### src/rtl/slv_arbiter.sv
// Three-slave burst arbiter: lowest prio value wins, round-robin tie-break,
// registered valid/ack output stage tagged with the source slave ID.
module slv_arbiter #(
    parameter int DW        = 32,
    parameter int MAX_BURST = 8
) (
    input  logic          clk_i,
    input  logic          rst_i,
    input  logic          slv0_val_i,
    input  logic [DW-1:0] slv0_dat_i,
    input  logic [1:0]    slv0_prio_i,
    output logic          a2s0_ack_o,
    input  logic          slv1_val_i,
    input  logic [DW-1:0] slv1_dat_i,
    input  logic [1:0]    slv1_prio_i,
    output logic          a2s1_ack_o,
    input  logic          slv2_val_i,
    input  logic [DW-1:0] slv2_dat_i,
    input  logic [1:0]    slv2_prio_i,
    output logic          a2s2_ack_o,
    output logic          arb_val_o,
    output logic [DW-1:0] arb_dat_o,
    output logic [1:0]    arb_id_o,
    input  logic          f2a_ack_i
);

    localparam int CW = 5;

    typedef enum logic {IDLE, GRANT} state_t;

    state_t          state;
    logic [1:0]      grant;
    logic [1:0]      rr;
    logic [CW-1:0]   cnt;

    logic [2:0]      val;
    logic [2:0][1:0] prio;
    logic [1:0]      win;
    logic [1:0]      best;
    logic [1:0]      idx;
    logic            found;
    logic            gval;
    logic [DW-1:0]   gdat;
    logic            pop;

    assign val  = {slv2_val_i, slv1_val_i, slv0_val_i};
    assign prio = {slv2_prio_i, slv1_prio_i, slv0_prio_i};

    // Scan in round-robin order after rr; strict '<' keeps the earliest tie.
    always_comb begin
        win   = 2'd0;
        best  = 2'd3;
        found = 1'b0;
        idx   = 2'd0;
        for (int k = 1; k <= 3; k++) begin
            idx = 2'((int'(rr) + k) % 3);
            if (val[idx] && (!found || prio[idx] < best)) begin
                found = 1'b1;
                best  = prio[idx];
                win   = idx;
            end
        end
    end

    always_comb begin
        gval = 1'b0;
        gdat = slv0_dat_i;
        case (grant)
            2'd0: begin gval = slv0_val_i; gdat = slv0_dat_i; end
            2'd1: begin gval = slv1_val_i; gdat = slv1_dat_i; end
            2'd2: begin gval = slv2_val_i; gdat = slv2_dat_i; end
            default: begin gval = 1'b0; gdat = slv0_dat_i; end
        endcase
    end

    assign pop        = !rst_i && (state == GRANT) && gval && (!arb_val_o || f2a_ack_i);
    assign a2s0_ack_o = pop && (grant == 2'd0);
    assign a2s1_ack_o = pop && (grant == 2'd1);
    assign a2s2_ack_o = pop && (grant == 2'd2);

    always_ff @(posedge clk_i) begin
        if (rst_i) begin
            state     <= IDLE;
            grant     <= 2'd0;
            rr        <= 2'd2;
            cnt       <= '0;
            arb_val_o <= 1'b0;
            arb_dat_o <= '0;
            arb_id_o  <= 2'd0;
        end else begin
            if (pop) begin
                arb_val_o <= 1'b1;
                arb_dat_o <= gdat;
                arb_id_o  <= grant;
            end else if (f2a_ack_i) begin
                arb_val_o <= 1'b0;
            end

            case (state)
                IDLE: begin
                    if (|val) begin
                        state <= GRANT;
                        grant <= win;
                        cnt   <= '0;
                    end
                end
                GRANT: begin
                    if (!gval) begin
                        state <= IDLE;
                        rr    <= grant;
                    end else if (pop) begin
                        cnt <= cnt + 1'b1;
                        if (cnt == CW'(MAX_BURST - 1)) begin
                            state <= IDLE;
                            rr    <= grant;
                        end
                    end
                end
                default: state <= IDLE;
            endcase
        end
    end

endmodule
### config.mk
export PLATFORM = sky130hd
export DESIGN_NAME = slv_arbiter
export DESIGN_NICKNAME = d
export VERILOG_FILES = /design/src/rtl/slv_arbiter.sv
export SDC_FILE = /design/constraint.sdc
export NUM_CORES = 1
export LEC_CHECK = 0
export ABC_AREA = 1
export CAP_MARGIN = 20
export CORE_MARGIN = 10
export CORE_UTILIZATION = 40
export CTS_BUF_LIST = sky130_fd_sc_hd__clkbuf_4 sky130_fd_sc_hd__clkbuf_8
export CTS_CLUSTER_DIAMETER = 200
export DETAILED_ROUTE_END_ITERATION = 10
export GPL_TIMING_DRIVEN = 0
export HOLD_SLACK_MARGIN = 0.02
export PLACE_DENSITY = 0.82
export SLEW_MARGIN = 20
export SYNTH_ARGS = -nofsm -noshare
export SYNTH_HDL_FRONTEND = slang
export SYNTH_SLANG_ARGS = --single-unit
### constraint.sdc
create_clock -name clk_i -period 3.53 [get_ports clk_i]
set_input_delay 0.706 -clock clk_i [delete_from_list [all_inputs] [get_ports clk_i]]
set_output_delay 0.706 -clock clk_i [all_outputs]
set_load 0.005 [all_outputs]
==> flow_metrics.py <==
metrics = {
    "floorplan": {
        "die_area_um2": 10600,
        "x_dimension_of_the_die_um": 103,
        "initial_core_util_pct": 40.8,
        "die_height_um": 103,
        "core_area_um2": 6760,
        "top_level_ports": 146,
        "fp-row-count": 30,
    },
    "routing": {
        "via_count": 3113,
        "drc": 0,
        "ant_nets": 0,
        "drt_via_density": 5.30,
        "wl_per_cell_um": 17.4,
        "detailedRoute.firstIterationViolations": 92,
        "dr.pass1.iters": 4,
        "wirelength_um": 10200,
    },
    "timing": {
        "totalNegativeSetupSlack_ps": 0,
        "max_freq_mhz": 297,
        "worstMarginPinSlew_ps": 733,
        "min_period_over_period_pct": 95.3,
        "final_period_minus_worst_setup_slack_ps": 3360,
        "rsz0062_at_grt": "false",
        "max-slew-margin-rel_pct": 51.1,
        "slew_violations": 0,
        "layout_setup_ws_ps": 167,
        "fin_worst_skew_ps": 11.9,
        "report.final.hold_viol_count": 0,
        "setup_viol": 0,
    },
    "power": {
        "p_per_area_nw_per_um2": 656,
        "power.static_leakage_nw": 1.83,
        "vdd_ir_drop_max_mv": 0.299,
        "p_total_w": 0.00290,
    },
    "place": {
        "gp_congestion": 0.899,
        "dpl.hpwl_um": 8290,
        "placed_cell_area_um2": 4310,
        "dpl_ws_ps": 52.7,
        "io_buffer_count": 145,
        "dpl.cell_count": 577,
    },
    "synthesis": {
        "total_of_flip_flops_plus_latches_after_synthesis": 45,
        "synth.yosys.seq_area_share_pct": 32.7,
        "syn-cell-area_um2": 2750,
        "synthDistinctLibCells": 27,
        "synthesis.nets": 470,
        "avgSynthCellArea_um2": 7.82,
        "synth_warnings": 0,
        "synthesis.instances": 352,
    },
    "global_route": {
        "grt_pass1_wl_um": 15200,
        "global_route.usage.total_pct": 18.1,
        "grt_start_max_net_pins": 16,
        "antenna_found_initial": 0,
        "globalRouteOverflowTotal": 0,
        "grt_pass1_vias": 3117,
    },
    "clocking": {
        "worstSkewPairLatency_ps": 310,
        "hold_buffers": 0,
        "cts.clk_slew.worst_paths_ps": 80,
        "cts_made_buffers": 5,
        "cell_at_the_root_of_the_clock_tree": "sky130_fd_sc_hd__clkbuf_8",
        "clk_path_buf_depth": 2,
        "htree_num_levels": 2,
        "cts_tree": "built",
        "tritoncts_num_sinks": 45,
    },
    "setup_path": {
        "ff2ff_path_depth": 23,
        "cpMaxStageDelayCell": "sky130_fd_sc_hd__clkdlybuf4s50_1",
        "cell_breakdown_of_the_critical_path": "clkdlybuf4s50_1, nand2_1, a31o_1, nor3_4, nand2_4, nor2_1, clkdlybuf4s50_1",
        "critical_path_depth": 7,
        "worst_path_most_repeated_cell": "sky130_fd_sc_hd__clkdlybuf4s50_1",
        "cp.required_ps": 2820,
        "critical_register_to_register_path_endpoint": "grant[0]",
        "critPathMaxFanout": 6,
        "setup.reg_to_reg.worst_slack_ps": 510,
        "worstSetupEndpointType": "output pin",
        "critPathTopFamily": "buffers and inverters",
        "category_of_the_critical_setup_timing_path": "input port to output pin",
        "crit_arrival_ps": 2660,
        "critPathMaxStageDelay_ps": 520,
        "r2r-start": "rr[0]",
        "crit_path_start_kind": "input port",
        "worstPathBufferInverterCount": 2,
    },
    "min_path": {
        "min-delay-path-class": "flip-flop to flip-flop",
        "worst_hold_path.num_cells": 2,
        "timing.hold.worst.start": "arb_id_o[0]",
        "endpoint_of_the_worst_hold_path": "arb_id_o[0]",
    },
    "finish": {
        "layout.cells.non_filler": 587,
        "final_net_count": 624,
        "ff_latch_area_um2": 901,
        "area_growth_pct": 60.7,
        "num-fill-cells": 605,
        "layout.cells.most_common_list": "143 x sky130_fd_sc_hd__clkdlybuf4s50_1, 48 x sky130_fd_sc_hd__a21oi_1, 45 x sky130_fd_sc_hd__o21ai_0, 45 x sky130_fd_sc_hd__dfxtp_1, 38 x sky130_fd_sc_hd__nand2_1",
        "stdcell_area_um2": 4430,
        "most_frequent_standard_cell_in_the_layout_excluding_fill_and_tap_cells": "sky130_fd_sc_hd__clkdlybuf4s50_1",
        "antenna-diode-count": 0,
        "drive_above_1_share_pct": 5.92,
        "multi_input_comb_area_um2": 1630,
    },
    "flow_run": {
        "maxCapViolCount": 0,
    },
    "status": {
        "run_status": "completed",
    },
}
## tightest hold or removal path, cell delays in order (launching register included)
cell	delay, ps
sky130_fd_sc_hd__dfxtp_1	320
sky130_fd_sc_hd__nand2_1	60
sky130_fd_sc_hd__a21oi_1	60
## through the flow
step | util (%) | hold slack (ps)
global route | 65.5 | 518
floorplan | - | 455
CTS | 65.2 | 487
finish | 65.5 | 489
global placement | 63.7 | 461
detailed placement | 63.7 | 472
## layer usage
metal  GRT usage [%]  part of all wire (%)
met2            31.0                    51
met5               0                     0
met3            7.77                   8.6
met1            19.8                    38
met4            5.78                   2.2
## state kept, by name (all words and copies together) (netlist names)
signal and count:
arb_dat_o 32, arb_id_o 2, arb_val_o 1, cnt 5, grant 2, rr 2, state 1
## area by class of cell
type	instances	area share, %
plain buffers	23	2.23
multi-input cells	250	36.8
clock inverters	2	0.396
clock buffers	6	1.87
flip-flops and latches	45	20.4
inverters	34	2.88
well taps	80	2.26
repair buffers	147	33.2
## worst max-delay path by stage
stage / from / endpoint / slack [ps]
detailed placement: slv2_val_i / a2s0_ack_o / 50
floorplan: rr[0] / grant[0] / 880
global route: slv0_val_i / a2s0_ack_o / 70
finish: slv1_val_i / a2s0_ack_o / 170
global placement: slv2_val_i / a2s0_ack_o / 20
CTS: slv2_val_i / a2s0_ack_o / 50
## synthesized netlist by cell type
cell type	count	area (um2)
sky130_fd_sc_hd__or2_2	1	6.26
sky130_fd_sc_hd__nor3_4	2	32.5
sky130_fd_sc_hd__buf_4	2	15.0
sky130_fd_sc_hd__nor3_1	3	15.0
sky130_fd_sc_hd__o21a_1	2	15.0
sky130_fd_sc_hd__clkbuf_1	17	63.8
sky130_fd_sc_hd__a22o_1	32	280
sky130_fd_sc_hd__nand3_1	10	50.1
sky130_fd_sc_hd__nand2_1	38	143
sky130_fd_sc_hd__mux2i_1	33	330
sky130_fd_sc_hd__a21oi_1	48	240
sky130_fd_sc_hd__o21ai_0	45	225
sky130_fd_sc_hd__buf_2	4	20.0
sky130_fd_sc_hd__o211ai_1	2	15.0
sky130_fd_sc_hd__ha_1	10	125
sky130_fd_sc_hd__nand2_2	4	25.0
sky130_fd_sc_hd__nand2_4	2	22.5
sky130_fd_sc_hd__nor2_1	12	45.0
sky130_fd_sc_hd__o32ai_1	1	8.76
sky130_fd_sc_hd__nor2_2	1	6.26
sky130_fd_sc_hd__nor4_1	1	6.26
sky130_fd_sc_hd__inv_1	31	116
sky130_fd_sc_hd__and3_1	1	6.26
sky130_fd_sc_hd__dfxtp_1	45	901
sky130_fd_sc_hd__a31o_1	1	8.76
sky130_fd_sc_hd__inv_2	3	11.3
sky130_fd_sc_hd__a211oi_4	1	20.0
## power by group
group	total, W	switching, W	leakage, nW	internal [W]
Sequential	0.000698	0.0000704	0.368	0.000628
Clock	0.000356	0.000193	0.0518	0.000163
Combinational	0.00185	0.000967	1.41	0.000883
Total	0.00290	0.00123	1.83	0.00167
## kinds of logic after synthesis
group | share of synthesized area (%)
flip-flops | 32.7
buffers and inverters | 8.22
adder cells (fa/ha/maj) | 4.54
AO/OA/AOI/OAI | 29.5
multiplexers | 12.0
AND/OR/NAND/NOR | 13.0
## repair_timing
action / 4_1_cts / 5_1_grt
endpoints found under the setup margin: 0 / 3
resized for setup: 0 / 2
setup buffers: 0 / 2
Note: power is estimated with default switching activity, not from simulation.
==> RTL change 1 (config.mk and constraints unchanged) <==
Set the localparam `CW` to 10 (it was 5).
--- a/src/rtl/slv_arbiter.sv
+++ b/src/rtl/slv_arbiter.sv
@@ -25,5 +25,5 @@
 );
 
-    localparam int CW = 5;
+    localparam int CW = 10;
 
     typedef enum logic {IDLE, GRANT} state_t;
Behaviour: no difference found for any inputs over 4 cycles, from zero or initial values and one cycle with rst_i high; that may be too few to reach the edited logic, so the function may still have changed.
==> RTL change 1 against the original RTL <==
  * Register-to-register slack worse by 30 ps
  * Power shrank 6.6%
  * Critical path depth stayed put
  * Cell count grew 8.0%
  * Largest power group unchanged
  * Sequential cell count increased by 5
  * Final area is 5.0% higher
  * Area after synthesis increased by 7.7%
  * Routed wire length increased by 2.4%
  * Setup slack improved by 42 ps
  * Hold slack improved by 17 ps
==> RTL change 1: results (changes against the original RTL) <==
* Status: completed
* Resized Gates After CTS at 0 (unchanged)
* Mapped Cells at 382 (+8.5%)
* First-iteration detailed-routing DRC count at 190 (+110%)
* Global placement routability congestion at 0.868 (-3.4%)
* Top flop regs: arb_dat_o (32), cnt (10)
* # Post-CTS Setup Buffers at 0 (unchanged)
* Post-Syn Nets at 500 (+6.4%)
* Yosys cell types at 34 (+26%)
* Ys async rst share at 0 (unchanged)
* 1st-pass router iterations at 5 (+1)
* Worst IR Drop VDD at 323 uV (+7.9%)
* CTS clk-pin slew, worst paths at 90 ps
* Vias at 3307 (+6.2%)
* Max Buffers Root-to-Sink at 2 (unchanged)
* Detailed-route wire length at 10.4 mm (+2.4%)
* Area of placed instances at 4540 sq um (+5.5%)
* Mean routed wirelength per cell at 16.5 um (-5.2%)
* Final Skew at 9.38 ps (-2.54 ps)
* WL met1 at 3.93 mm (+1.6%)
* H-tree depth at 2 (unchanged)
* Fillers at 621 (+2.6%)
* Largest net degree at the start of global routing at 16 (unchanged)
* Worst-Skew Late Latency at 310 ps (about the same)
* Slew headroom at 0.475 (-0.0360)
* First-pass GRT wire length at 17.0 mm (+12%)
* Synth top area cells: dfxtp_1 34%, mux2i_1 11%, a22o_1 9.5%
* Fin nets at 652 (+4.5%)
* Root Buffer: clkbuf_8
* Top layer in use: met4
* CTS Buf Count at 5 (unchanged)
* Sequential area share after synthesis at 0.338 (+0.0104)
* Dpl hpwl at 8.55 mm (+3.2%)
* Synth warn at 0 (unchanged)
* Ant diodes at 0 (unchanged)
* Layout cell share with drive strength beyond 1 at 0.0449 (-0.0143)
* Yosys top cell area share at 0.338 (+0.0104)
* Post-synth top cells: 50 x dfxtp_1, 49 x a21oi_1, 47 x o21ai_0, 46 x nand2_1, 35 x inv_1
* Met2 routed WL at 5.28 mm (+1.1%)
* Worst hold path class: register to register
* Worst Path Max Fanout at 6 (unchanged)
* Initial antenna violation count at 0 (unchanged)
* Total Routing Usage GR at 0.181 (-0.000308)
* Placed Cells incl. Taps at 626 (+8.5%)
* Routed length on met3 at 1.07 mm (+21%)
* Data arrival, critical path at 2610 ps (-50 ps)
* Port Buffers at 145 (unchanged)
* LEAKAGE at 1.86 nW (+1.4%)
* Vias in the first global route at 3522 (+13%)
## RTL change 1: area by class of cell
type	count	area, sq um	share of cell area
well taps	99	124	0.0267
multi-input cells	271	1730	0.372
clock buffers	7	96.3	0.0207
repair buffers	145	1450	0.312
clock inverters	1	8.76	0.00189
inverters	37	139	0.0299
plain buffers	24	95.1	0.0205
flip-flops and latches	50	1000	0.215
## RTL change 1: power by group
part	total, mW	internal, mW	switching (mW)
sequential	0.757	0.687	0.0697
combinational	1.58	0.764	0.816
clock	0.374	0.180	0.194
total	2.71	1.63	1.08
## RTL change 1: worst paths after layout
path                  startpoint                     to  slack [ps]  cells past startpoint
max                   slv2_val_i             a2s2_ack_o         210                      7
min          cnt[8]$_SDFFE_PP0P_    cnt[8]$_SDFFE_PP0P_         510                      1
max reg2reg   rr[0]$_SDFFE_PP0P_  grant[1]$_SDFFE_PP0P_         480                     23
min reg2reg  cnt[8]$_SDFFE_PP0P_    cnt[8]$_SDFFE_PP0P_         510                      1
## RTL change 1: critical path, stage by stage
cell and delay (ps):
clkdlybuf4s50_1 540, nand2_1 70, a31o_1 240, nor3_4 170
nand2_2 180, nor2_1 150, clkdlybuf4s50_1 550
## RTL change 1: logic make-up after synthesis
family	synth area share
XOR/XNOR	0.00295
buffers and inverters	0.0789
AND/OR/NAND/NOR	0.144
multiplexers	0.111
AO/OA/AOI/OAI	0.283
adder cells (fa/ha/maj)	0.0422
flip-flops	0.338
## RTL change 1: per-stage QoR
stage	total power, mW	worst slack, ps	utilization
after floorplan	1.74	898	-
after global placement	2.30	259	0.629
after detailed placement	2.34	199	0.629
after CTS	2.72	210	0.644
after global routing	2.91	113	0.644
final	2.71	210	0.644
## RTL change 1: per-layer routing
metal,vias up,global-route usage
li1,1648,-
met3,16,0.0833
met4,0,0.0532
met1,1516,0.184
met5,-,0
met2,127,0.325
==> RTL change 2 (same flow settings) <==
Without the edit above. One comparison of `cnt` changes from == to >=.
--- a/src/rtl/slv_arbiter.sv
+++ b/src/rtl/slv_arbiter.sv
@@ -111,5 +111,5 @@
                     end else if (pop) begin
                         cnt <= cnt + 1'b1;
-                        if (cnt == CW'(MAX_BURST - 1)) begin
+                        if (cnt >= CW'(MAX_BURST - 1)) begin
                             state <= IDLE;
                             rr    <= grant;
Formal check against the unedited RTL: same outputs for any inputs over 4 cycles, from zero or initial values and one cycle with rst_i high; that may be too few to reach the edited logic, so the function may still have changed.
==> RTL change 2 against the original RTL <==
  * Final area fell by 0.45%
  * First-iteration DRC count shrank 24%
  * Routed wire length down 3.2%
  * Area after synthesis fell by 0.36%
  * Combinational power is 6% lower
  * Sequential cell count is the same
  * Setup slack got worse by 34 ps
  * Count of clock-buffer cells in the layout is 1 higher
  * Clock power rose by 3%
  * Power shrank 2.8%
  * Global-route usage decreased by 0.22 points
  * Cell count shrank 0.34%
  * Hold slack got worse by 19 ps
  * Critical endpoint unchanged
==> RTL change 2: results (changes against the original RTL) <==
* Detailed-route wire length at 9.87 mm (-3.2%)
* Final setup vio count at 0 (unchanged)
* Worst IR Drop VDD at 269 uV (-10%)
* Ant diodes at 0 (unchanged)
* Worst hold path class: register to register
* Setup WS pre-CTS at 23.3 ps (-29.3 ps)
* Global placement routability congestion at 0.891 (-0.96%)
* Vias at 3046 (-2.2%)
* Delay of the slowest critical-path stage at 550 ps (+30 ps)
* Post-Syn Nets at 469 (-0.21%)
* Post-synthesis mux area share at 0.120 (+0.000438)
* Initial antenna violation count at 0 (unchanged)
* Final Skew at 13.0 ps (+1.11 ps)
* Vias per inst at 5.21 (-1.8%)
* Drt drc at 0 (unchanged)
* Adder-cell share of the synthesized area at 0.0456 (+0.000166)
* Fillers at 591 (-2.3%)
* 1st-pass router iterations at 4 (unchanged)
* Ys async rst share at 0 (unchanged)
* Final min period at 3400 ps (+33.6 ps)
* Slew headroom at 0.514 (+0.00294)
* Data arrival, critical path at 2690 ps (+30 ps)
* Vias in the first global route at 3113 (-0.13%)
* Status: completed
* H-tree depth at 2 (unchanged)
* CTS clk-pin slew, worst paths at 90 ps
* First-pass GRT wire length at 15.1 mm (-0.73%)
* Synth Area in Compound Gates at 0.296 (+0.00108)
* Synth top area cells: dfxtp_1 33%, mux2i_1 12%, a22o_1 10%
* CP delay by family, top: buffers and inverters
* Port Buffers at 144 (-0.69%)
* Total Routing Usage GR at 0.179 (-0.00222)
* Dpl hpwl at 8.00 mm (-3.5%)
* Largest net degree at the start of global routing at 15 (-1)
* Root Buffer: clkbuf_8
* Layout cell share with drive strength beyond 1 at 0.0733 (+0.0141)
* Syn_area_per_cell at 7.82 sq um (about the same)
* Fin nets at 622 (-0.32%)
* Yosys cell types at 29 (+7.4%)
* Critical path's slowest cell: clkdlybuf4s50_1
* Largest family of logic cells by synthesized area: compound AO/OA/AOI/OAI gates
* Sequential area share after synthesis at 0.328 (+0.00119)
* First-iteration detailed-routing DRC count at 70 (-24%)
* LEAKAGE at 1.80 nW (-1.9%)
* Post-synth top cells: 47 x a21oi_1, 45 x dfxtp_1, 34 x o21ai_0, 33 x mux2i_1, 33 x nand2_1
* Post-cts hold buffer count at 0 (unchanged)
* Placed Cells incl. Taps at 575 (-0.35%)
* Hold path cells at 2 (unchanged)
* Worst Path Max Fanout at 4 (-2)
==> RTL change 2: metrics by stage <==
stage,hold slack (ps),area [sq um]
3_5_place_dp,457,4290
6_report,470,4410
5_1_grt,491,4410
3_3_place_gp,454,4290
2_1_floorplan,462,2740
4_1_cts,472,4390
==> RTL change 2: layout make-up <==
cell class                 instances  share of cell area
sequential                        45               0.204
clock inverter                     1             0.00199
buffer                            24              0.0216
inverter                          33              0.0281
clock buffer                       7              0.0219
tap                               80              0.0227
multi-input combinational        249               0.369
timing repair buffer             146               0.331
==> RTL change 2: path summary, 6_finish.rpt <==
check	start	to	slack, ps
worst max-delay path	slv1_val_i	a2s0_ack_o	130
worst min-delay path	arb_id_o[0]$_SDFFE_PP0P_	arb_id_o[0]$_SDFFE_PP0P_	470
worst max register to register	rr[0]$_SDFFE_PP0P_	grant[1]$_SDFFE_PP0P_	510
worst min register to register	arb_id_o[0]$_SDFFE_PP0P_	arb_id_o[0]$_SDFFE_PP0P_	470
==> RTL change 2: kinds of logic (layout without fill, tap and decap cells) <==
logic type               Yosys count  after routing
AND/OR/NAND/NOR                   75             75
adder cells (fa/ha/maj)           10             10
AO/OA/AOI/OAI                    131            131
flip-flops                        45             45
multiplexers                      33             33
buffers and inverters             57            211
==> RTL change 2: power by group <==
group          switching [mW]  total (mW)  internal, mW
sequential             0.0835       0.726         0.642
clock                   0.185       0.366         0.181
combinational           0.900        1.73         0.831
total                    1.17        2.82          1.65
==> RTL change 2: what timing repair did <==
item,in CTS,in global routing
endpoints found under the setup margin,0,3
hold endpoints to repair,0,0
setup buffers,0,2
==> RTL change 2: routing by layer <==
metal  share of wire  GRT usage  wire, um
met5               0          0         0
met4           0.016     0.0492       161
met3           0.092     0.0791       904
met2            0.52      0.314      5090
met1            0.38      0.191      3710
